$ cat src/rtl/spim_responder.sv
`default_nettype none
// ============================================================================
// Module   : spim_responder
// Brief    : In-fabric SPI mode-0 slave that answers the spim master with a
//            small command set: WRITE (02), READ (03) into an 8-bit register
//            bank, and ID (9F) returning a fixed byte. All SPI inputs are
//            oversampled in the system clock domain; no SCK-clocked logic.
// Revision : 1.0 - initial release
// ============================================================================
module spim_responder #(
    parameter int         MEM_DEPTH   = 16,
    parameter logic [7:0] DEVICE_ID   = 8'hA5,
    parameter int         SYNC_STAGES = 2
) (
    input  logic clk_i,
    input  logic rst_ni,
    input  logic spi_sck_i,
    input  logic spi_csn_i,
    input  logic spi_mosi_i,
    output logic spi_miso_o,
    output logic spi_miso_oe_o,
    output logic busy_o,
    output logic cmd_err_o
);

    localparam int c_addr_w = (MEM_DEPTH > 1) ? $clog2(MEM_DEPTH) : 1;

    localparam logic [7:0] c_cmd_write = 8'h02;
    localparam logic [7:0] c_cmd_read  = 8'h03;
    localparam logic [7:0] c_cmd_id    = 8'h9F;

    localparam logic [2:0] c_st_idle   = 3'd0;
    localparam logic [2:0] c_st_cmd    = 3'd1;
    localparam logic [2:0] c_st_addr   = 3'd2;
    localparam logic [2:0] c_st_wdata  = 3'd3;
    localparam logic [2:0] c_st_rdata  = 3'd4;
    localparam logic [2:0] c_st_id     = 3'd5;
    localparam logic [2:0] c_st_ignore = 3'd6;

    // Synchroniser chains and previous-sample flops for edge detection
    logic [SYNC_STAGES-1:0] r_sck_sync;
    logic [SYNC_STAGES-1:0] r_csn_sync;
    logic [SYNC_STAGES-1:0] r_mosi_sync;
    logic                   r_sck_prev;
    logic                   r_csn_prev;

    // Registered edge events (one cycle after detection)
    logic r_sck_rise;
    logic r_sck_fall;
    logic r_csn_fall;
    logic r_csn_rise;
    logic r_mosi_s;
    logic r_busy;

    // Protocol state
    logic [2:0]          r_state;
    logic [2:0]          r_bit_cnt;
    logic [6:0]          r_shift_in;
    logic [6:0]          r_shift_out;
    logic [c_addr_w-1:0] r_addr;
    logic                r_is_write;
    logic                r_miso;
    logic                r_oe;
    logic                r_cmd_err;
    logic [7:0]          r_mem [MEM_DEPTH];

    logic w_sck_s;
    logic w_csn_s;
    logic [7:0] w_byte;
    logic [7:0] w_entry_rd;
    logic [7:0] w_next_rd;

    assign w_sck_s    = r_sck_sync[SYNC_STAGES-1];
    assign w_csn_s    = r_csn_sync[SYNC_STAGES-1];
    // Byte completed by the bit sampled on the current rise
    assign w_byte     = {r_shift_in, r_mosi_s};
    // First byte of a READ comes from the address just received
    assign w_entry_rd = r_mem[w_byte[c_addr_w-1:0]];
    assign w_next_rd  = (r_state == c_st_id) ? DEVICE_ID : r_mem[r_addr];

    // Oversample SPI pins and register the edge events they produce
    always_ff @(posedge clk_i or negedge rst_ni) begin
        if (!rst_ni) begin
            r_sck_sync  <= '0;
            r_csn_sync  <= '1;
            r_mosi_sync <= '0;
            r_sck_prev  <= 1'b0;
            r_csn_prev  <= 1'b1;
            r_sck_rise  <= 1'b0;
            r_sck_fall  <= 1'b0;
            r_csn_fall  <= 1'b0;
            r_csn_rise  <= 1'b0;
            r_mosi_s    <= 1'b0;
            r_busy      <= 1'b0;
        end else begin
            r_sck_sync  <= {r_sck_sync[SYNC_STAGES-2:0], spi_sck_i};
            r_csn_sync  <= {r_csn_sync[SYNC_STAGES-2:0], spi_csn_i};
            r_mosi_sync <= {r_mosi_sync[SYNC_STAGES-2:0], spi_mosi_i};
            r_sck_prev  <= w_sck_s;
            r_csn_prev  <= w_csn_s;
            r_sck_rise  <= w_sck_s & ~r_sck_prev;
            r_sck_fall  <= ~w_sck_s & r_sck_prev;
            r_csn_fall  <= ~w_csn_s & r_csn_prev;
            r_csn_rise  <= w_csn_s & ~r_csn_prev;
            r_mosi_s    <= r_mosi_sync[SYNC_STAGES-1];
            r_busy      <= ~w_csn_s;
        end
    end

    // Frame decoder, register bank and MISO shifter
    always_ff @(posedge clk_i or negedge rst_ni) begin
        if (!rst_ni) begin
            r_state     <= c_st_idle;
            r_bit_cnt   <= 3'd0;
            r_shift_in  <= 7'd0;
            r_shift_out <= 7'd0;
            r_addr      <= '0;
            r_is_write  <= 1'b0;
            r_miso      <= 1'b0;
            r_oe        <= 1'b0;
            r_cmd_err   <= 1'b0;
            for (int i = 0; i < MEM_DEPTH; i++) begin
                r_mem[i] <= 8'h00;
            end
        end else begin
            r_cmd_err <= 1'b0;
            if (r_csn_rise) begin
                // End of frame: any partial byte is simply dropped
                r_state    <= c_st_idle;
                r_bit_cnt  <= 3'd0;
                r_shift_in <= 7'd0;
                r_oe       <= 1'b0;
                r_miso     <= 1'b0;
            end else if (r_csn_fall) begin
                r_state    <= c_st_cmd;
                r_bit_cnt  <= 3'd0;
                r_shift_in <= 7'd0;
                r_oe       <= 1'b0;
                r_miso     <= 1'b0;
            end else if (r_sck_rise && (r_state != c_st_idle)) begin
                r_shift_in <= w_byte[6:0];
                r_bit_cnt  <= r_bit_cnt + 3'd1;
                if (r_bit_cnt == 3'd7) begin
                    case (r_state)
                        c_st_cmd: begin
                            case (w_byte)
                                c_cmd_write: begin
                                    r_state    <= c_st_addr;
                                    r_is_write <= 1'b1;
                                end
                                c_cmd_read: begin
                                    r_state    <= c_st_addr;
                                    r_is_write <= 1'b0;
                                end
                                c_cmd_id: begin
                                    r_state     <= c_st_id;
                                    r_oe        <= 1'b1;
                                    r_shift_out <= DEVICE_ID[6:0];
                                    r_miso      <= DEVICE_ID[7];
                                end
                                default: begin
                                    r_state   <= c_st_ignore;
                                    r_cmd_err <= 1'b1;
                                end
                            endcase
                        end
                        c_st_addr: begin
                            r_addr <= w_byte[c_addr_w-1:0];
                            if (r_is_write) begin
                                r_state <= c_st_wdata;
                            end else begin
                                // Present the MSB early; the following fall
                                // reloads the same byte and advances addr
                                r_state     <= c_st_rdata;
                                r_oe        <= 1'b1;
                                r_shift_out <= w_entry_rd[6:0];
                                r_miso      <= w_entry_rd[7];
                            end
                        end
                        c_st_wdata: begin
                            r_mem[r_addr] <= w_byte;
                            r_addr        <= r_addr + c_addr_w'(1);
                        end
                        default: begin
                        end
                    endcase
                end
            end else if (r_sck_fall && ((r_state == c_st_rdata) || (r_state == c_st_id))) begin
                if (r_bit_cnt == 3'd0) begin
                    // Byte boundary: load the next byte to send
                    r_shift_out <= w_next_rd[6:0];
                    r_miso      <= w_next_rd[7];
                    if (r_state == c_st_rdata) begin
                        r_addr <= r_addr + c_addr_w'(1);
                    end
                end else begin
                    r_miso      <= r_shift_out[6];
                    r_shift_out <= {r_shift_out[5:0], 1'b0};
                end
            end
        end
    end

    assign spi_miso_o    = r_miso;
    assign spi_miso_oe_o = r_oe;
    assign busy_o        = r_busy;
    assign cmd_err_o     = r_cmd_err;

endmodule
`default_nettype wire

$ cat config.mk
export PLATFORM = sky130hd
export DESIGN_NAME = spim_responder
export DESIGN_NICKNAME = d
export VERILOG_FILES = /design/src/rtl/spim_responder.sv
export SDC_FILE = /design/constraint.sdc
export NUM_CORES = 1
export LEC_CHECK = 0
export CAP_MARGIN = 20
export CORE_UTILIZATION = 40
export DETAILED_ROUTE_END_ITERATION = 7
export PLACE_DENSITY = 0.6
export SYNTH_ARGS = -nofsm -noshare
export SYNTH_HDL_FRONTEND = slang
export SYNTH_SLANG_ARGS = --single-unit
$ cat constraint.sdc
create_clock -name clk_i -period 2.2 [get_ports clk_i]
set_clock_uncertainty 0.05 [all_clocks]
set_input_delay 0.44 -clock clk_i [delete_from_list [all_inputs] [get_ports clk_i]]
set_output_delay 0.44 -clock clk_i [all_outputs]
set_load 0.02 [all_outputs]
==> reports/qor.txt, run 1 <==
Post-detail-place hpwl: 16.9 mm
Min-delay src: r_mosi_sync[0]$_DFF_PN0_
Placed cells: 976
Final Cycle Share: 0.993
WL final: 24.2 mm
Nets: 740
Post-synthesis register bit count: 170
Synth warnings: 0
Worst slew pin tran: 0.546 ns
H-tree lvl count: 4
Synth async-reset ratio: 1.00
First-pass GRT wire length: 38.4 mm
Die X: 152 µm
Via Count: 6,082
Syn Nets: 680
Final Max Slew Viols: 0
Most common cell after layout, fill and taps aside: dfrtp_1
Layout area overhead: 21.1%
Crit path time final: 2.18 ns
Drt wl/cell: 23.7 µm
Ant diodes: 0
TritonCTS clock tree: built
Pin count of the biggest net entering global routing: 66
FF-to-FF path depth: 9
Detailed Routing Iterations Pass 1: 7
Hold Fails Final Rpt: 0
Failing checks: design-rule violations
Die area: 23,200 µm²
Status: finished with violations
RSZ-0062 raised after global routing: yes
Syn_area_per_cell: 13.5 µm²
Vias/cell: 5.96
Post-Syn Area: 9040 µm²
Power per cell area: 615 nW/µm²
Post-layout util: 0.497
R2R Setup Slk: 0.02 ns
CP required: 2.44 ns
Root Driver: clkbuf_16
Port bufs: 8
Crit path launch: r_bit_cnt[0]$_DFFE_PN0P_
Commonest cells after routing, fill and taps aside: 162 x dfrtp_1, 113 x mux2_2, 63 x mux4_2
Total power: 6.74 mW
Worst setup EP type: flop
Skew-Pair Late Insertion Delay: 0.43 ns
Max Cap Viol: 0
HP Class: reg -> reg
Top_reg_cell synth: dfrtp_1
CTS Sinks: 170
Yosys cell types: 58
Cts bufs inserted: 17
DRC: 1
Critical Path Sink: r_shift_out[1]$_DFFE_PN0P_
Slew HR: 0.632
Initial Utilization: 0.411
Worst setup margin: 0.0164 ns
GRT Overall Usage: 0.220
Final setup vio count: 0
Worst ir drop on vdd: 323 µV
Placer Congestion: 0.904
Layout cell share with drive strength beyond 1: 0.479
IO Pins: 9
CP arrival: 2.42 ns
Vias in the first global route: 6,205
Startpoint types: flop
Worst R2R Start: r_bit_cnt[0]$_DFFE_PN0P_
Core area: 22,000 µm²
Max FO, Critical Path: 7
Rows: 54
Detailed Route Iter0 Violations: 446
ANT nets after route: 0
Post-synth EDFFs: 0
Clk slew on worst S/H paths: 0.07 ns
FMAX: 0.458 GHz
FF-to-FF End: r_shift_out[1]$_DFFE_PN0P_
Crit Path Category: reg -> reg
Pre-CTS setup slack: -0.00129 ns
Fin cells: 1,021
Clock Tree Buf Depth: 2
Seq/Total Area, Yosys: 0.471
Setup TNS Final: 0 ns
Syn Inst Count: 668
Final global-route overflow total: 0
Height of the die: 152 µm
Leak: 4.77 nW
Initial antenna violation count: 0
==> report_power, final <==
part	switching (mW)	leakage, nW	internal, mW
logic	0.188	2.13	0.113
registers	0.0178	2.34	3.14
clock network	1.35	0.307	1.93
==> per-layer routing <==
metal / track usage / up-vias / wire (µm)
met5: 0 / - / 0
met4: 0.0797 / 0 / 631
met3: 0.0361 / 38 / 979
met2: 0.355 / 185 / 11900
met1: 0.300 / 3229 / 10700
li1: - / 2630 / -
==> critical path: stages, from the launching register on <==
cell and delay, ns:
dfrtp_1 0.36, ha_2 0.20, ha_4 0.15, buf_4 0.12
nand3b_1 0.10, o22ai_1 0.22, nand3_1 0.11, buf_4 0.19
a2111oi_1 0.44, a2bb2oi_1 0.12
==> cells in the mapped netlist, types with 2 or more instances <==
cell | n | share of area
dfrtp_1 | 167 | 0.46
mux2_2 | 131 | 0.16
mux4_2 | 63 | 0.16
nand2_1 | 50 | 0.021
clkbuf_1 | 33 | 0.014
a21oi_1 | 23 | 0.013
nand3_1 | 16 | 0.0089
nor2_1 | 15 | 0.0062
buf_2 | 13 | 0.0072
mux2i_1 | 13 | 0.014
nor2_4 | 12 | 0.015
inv_1 | 11 | 0.0046
nor2b_1 | 9 | 0.0062
o21ai_0 | 9 | 0.0050
ha_1 | 7 | 0.0097
nand2b_1 | 6 | 0.0042
nand4_1 | 6 | 0.0042
a22oi_1 | 5 | 0.0042
nand3b_1 | 5 | 0.0042
nor3b_1 | 5 | 0.0042
o211ai_1 | 5 | 0.0042
nand2_4 | 4 | 0.0050
nor2_8 | 4 | 0.0089
a31oi_1 | 3 | 0.0021
buf_1 | 3 | 0.0012
dfstp_2 | 3 | 0.0087
nor4_1 | 3 | 0.0021
o22ai_1 | 3 | 0.0021
o32ai_1 | 3 | 0.0029
a2111oi_0 | 2 | 0.0019
a2bb2oi_1 | 2 | 0.0019
a32oi_1 | 2 | 0.0019
and3_1 | 2 | 0.0014
buf_4 | 2 | 0.0017
nor3_1 | 2 | 0.0011
o2111ai_1 | 2 | 0.0019
o41ai_1 | 2 | 0.0019
or2_2 | 2 | 0.0014
==> repair_timing <==
action / 4_1_cts / 5_1_grt
endpoints found under the hold margin: 42 / 0
gates resized for setup: 4 / 36
pin swaps: 4 / 13
gates cloned: 0 / 0
buffers inserted: 2 / 11
setup endpoints to repair: 23 / 103
hold buffers: 1 / 0
==> state kept, by name (all words and copies together) (netlist names), 2 cells and up <==
register / count
r_csn_sync: 2
r_mosi_sync: 2
r_sck_sync: 2
r_state: 3
r_shift_out: 7
r_addr: 4
r_bit_cnt: 3
r_shift_in: 7
r_mem: 128
==> how the worst min path moves through the flow <==
stage / to / slack (ns) / cells past startpoint
2_1_floorplan: busy_o$_DFF_PN0_ / 0.09 / 0
4_1_cts: r_mosi_sync[1]$_DFF_PN0_ / 0.31 / 0
3_5_place_dp: r_mosi_sync[1]$_DFF_PN0_ / 0.29 / 0
6_report: r_mosi_sync[1]$_DFF_PN0_ / 0.30 / 0
5_1_grt: r_csn_sync[1]$_DFF_PN1_ / 0.31 / 0
3_3_place_gp: r_sck_sync[1]$_DFF_PN0_ / 0.29 / 0
==> layout make-up <==
class                   instances  area (µm²)
fillers                      1855       11100
multi-input cells             436        4690
flip-flops and latches        170        4260
repair buffers                 92         971
clock buffers                  17         425
well taps                     280         350
clock inverters                15         209
inverters                      11        41.3
==> logic make-up (layout without fill, tap and decap cells) <==
| kind of cell | count (synthesis) | count (layout) | share of synthesized area |
|---|---|---|---|
| AOI/OAI and AO/OA | 71 | 71 | 0.0523 |
| DFF | 170 | 170 | 0.471 |
| and+or+nand+nor | 150 | 150 | 0.103 |
| buffers and inverters | 62 | 135 | 0.0284 |
| adders and majority gates | 7 | 7 | 0.00968 |
| muxes | 208 | 208 | 0.336 |
==> per-stage QoR <==
step | instance area [µm²] | hold slack [ns]
after global placement | 10000 | 0.291
after detailed placement | 10000 | 0.290
after global routing | 11000 | 0.311
after floorplan | 9060 | 0.0944
after CTS | 10700 | 0.307
final | 11000 | 0.304
(Power assumes the default switching activity.)
==> run 2: changes to the inputs <==
Settings changed: GPL_ROUTABILITY_DRIVEN set to 0, SETUP_SLACK_MARGIN set to 0.3.
==> run 2 against run 1 <==
  * The flow still finishes with violations (design-rule violations)
  * Hold slack got worse by 0.0043 ns
  * Cell count increased by 0.20%
  * Combinational power up 15%
  * First-iteration DRC count increased by 12%
  * Clock power down 9.5%
  * Total power decreased by 3.9%
  * Non-clock buffer count rose by 1
  * Die area is the same
  * Sequential power about the same
  * Register-to-register slack about the same
  * Via count rose by 1.5%
  * Sequential share of layout area is 2.5 points lower
  * Critical path type unchanged
  * Largest cell class unchanged
==> reports/qor.txt, run 2 (synthesis gave the netlist of run 1 again) <==
Startpoint types: flop
Failing checks: design-rule violations
Die X: 152 µm
HP Class: reg -> reg
Post-layout util: 0.532
Leak: 4.90 nW
Cts bufs inserted: 17
Drt wl/cell: 25.5 µm
Final Cycle Share: 0.986
WL final: 26.1 mm
Post-DP Area: 10,200 µm²
Via Count: 6,171
Pin count of the biggest net entering global routing: 50
Nets: 742
Total power: 6.47 mW
Critical Path, Cell by Cell: ha_2 -> ha_4 -> inv_2 -> nor4_4 -> buf_6 -> nand2_8 -> nor2_8 -> mux2_4
Max Cap Viol: 0
CP required: 2.47 ns
CP arrival: 2.44 ns
DRC: 2
TritonCTS clock tree: built
Die area: 23,200 µm²
Worst setup margin: 0.0311 ns
Worst setup EP type: flop
Detailed Routing Iterations Pass 1: 6
Skew-Pair Late Insertion Delay: 0.44 ns
Crit path time final: 2.17 ns
Final Cell Area: 11,700 µm²
Hold Fails Final Rpt: 0
Clock Tree Buf Depth: 2
Vias in the first global route: 6,648
Min Hold Slack: 0.299 ns
Worst slew pin tran: 0.542 ns
Biggest regs: r_mem: 128 flops, r_shift_in: 7 flops, r_shift_out: 7 flops
Post-detail-place hpwl: 16.7 mm
Commonest cells after routing, fill and taps aside: 162 x dfrtp_1, 129 x mux2_4, 63 x mux4_2
Initial antenna violation count: 0
Fin cells: 1,023
CP max stage cell: dfrtp_1
Largest Register: r_mem
Rows: 54
Clk slew on worst S/H paths: 0.07 ns
Status: finished with violations
Final Max Slew Viols: 0
Worst ir drop on vdd: 428 µV
Slew HR: 0.635
Setup TNS Final: 0 ns
FMAX: 0.461 GHz
Root Driver: clkbuf_16
Slowest Stage Delay on Critical Path: 0.38 ns
Placed cells: 966
IO Pins: 9
Most common cell after layout, fill and taps aside: dfrtp_1
H-tree lvl count: 4
RSZ-0062 raised after global routing: yes
Power per cell area: 553 nW/µm²
Port bufs: 8
Initial Utilization: 0.411
Layout cell share with drive strength beyond 1: 0.530
Pre-CTS setup slack: -0.0272 ns
Core area: 22,000 µm²
Layout area overhead: 29.5%
ANT nets after route: 0
Final global-route overflow total: 0
Vias/cell: 6.03
GRT Overall Usage: 0.234
Final setup vio count: 0
First-pass GRT wire length: 40.6 mm
# fillers: 1,748
Max FO, Critical Path: 8
Ant diodes: 0
Crit Path Category: reg -> reg
Height of the die: 152 µm
Detailed Route Iter0 Violations: 499
CTS Sinks: 170
Largest register FFs: 128
-- run 2: worst max-delay path: cells and delay by family (launching register included) --
family / cells / cell delay, ns
buffers and inverters: 2 / 0.27
DFF: 1 / 0.38
adders and majority gates: 2 / 0.34
muxes: 1 / 0.33
and+or+nand+nor: 3 / 0.67
-- run 2: area by class of cell --
class | count | area, µm² | share of cell area
clock inverters | 13 | 138 | 0.0118
inverters | 11 | 41.3 | 0.00353
clock buffers | 19 | 433 | 0.0370
flip-flops and latches | 170 | 4270 | 0.364
repair buffers | 93 | 1070 | 0.0917
well taps | 280 | 350 | 0.0299
multi-input cells | 437 | 5410 | 0.462
-- run 2: path summary, 6_finish.rpt --
path | from | to | slack, ns | depth (start not counted)
max in group asynchronous | rst_ni | r_mem[48]$_DFFE_PN0P_ | 0.90 | 3
min in group asynchronous | rst_ni | r_sck_prev$_DFF_PN0_ | 0.48 | 2
setup / recovery | r_bit_cnt[1]$_DFFE_PN0P_ | r_mem[27]$_DFFE_PN0P_ | 0.03 | 8
hold reg to reg | r_mosi_sync[0]$_DFF_PN0_ | r_mosi_sync[1]$_DFF_PN0_ | 0.30 | 0
hold / removal | r_mosi_sync[0]$_DFF_PN0_ | r_mosi_sync[1]$_DFF_PN0_ | 0.30 | 0
setup reg to reg | r_bit_cnt[1]$_DFFE_PN0P_ | r_mem[27]$_DFFE_PN0P_ | 0.03 | 8
-- run 2: timing repair --
action	4_1_cts	5_1_grt
hold buffers	1	0
pin swaps	23	27
cloned	0	1
buffers inserted	18	5
endpoints found under the hold margin	40	0
resized for setup	105	60
setup endpoints to repair	143	145
-- run 2: per-layer routing --
metal,share of wire,vias up,track usage,routed length [µm]
met5,0,-,0,0
met4,0.033,0,0.105,852
met3,0.039,55,0.0401,1010
met2,0.49,167,0.380,12900
met1,0.43,3322,0.309,11300
li1,-,2627,-,-
-- run 2: where the power goes --
group          total (mW)  internal, mW  switching, mW
sequential           3.17          3.15         0.0246
combinational       0.346         0.133          0.214
clock                2.96          1.59           1.37
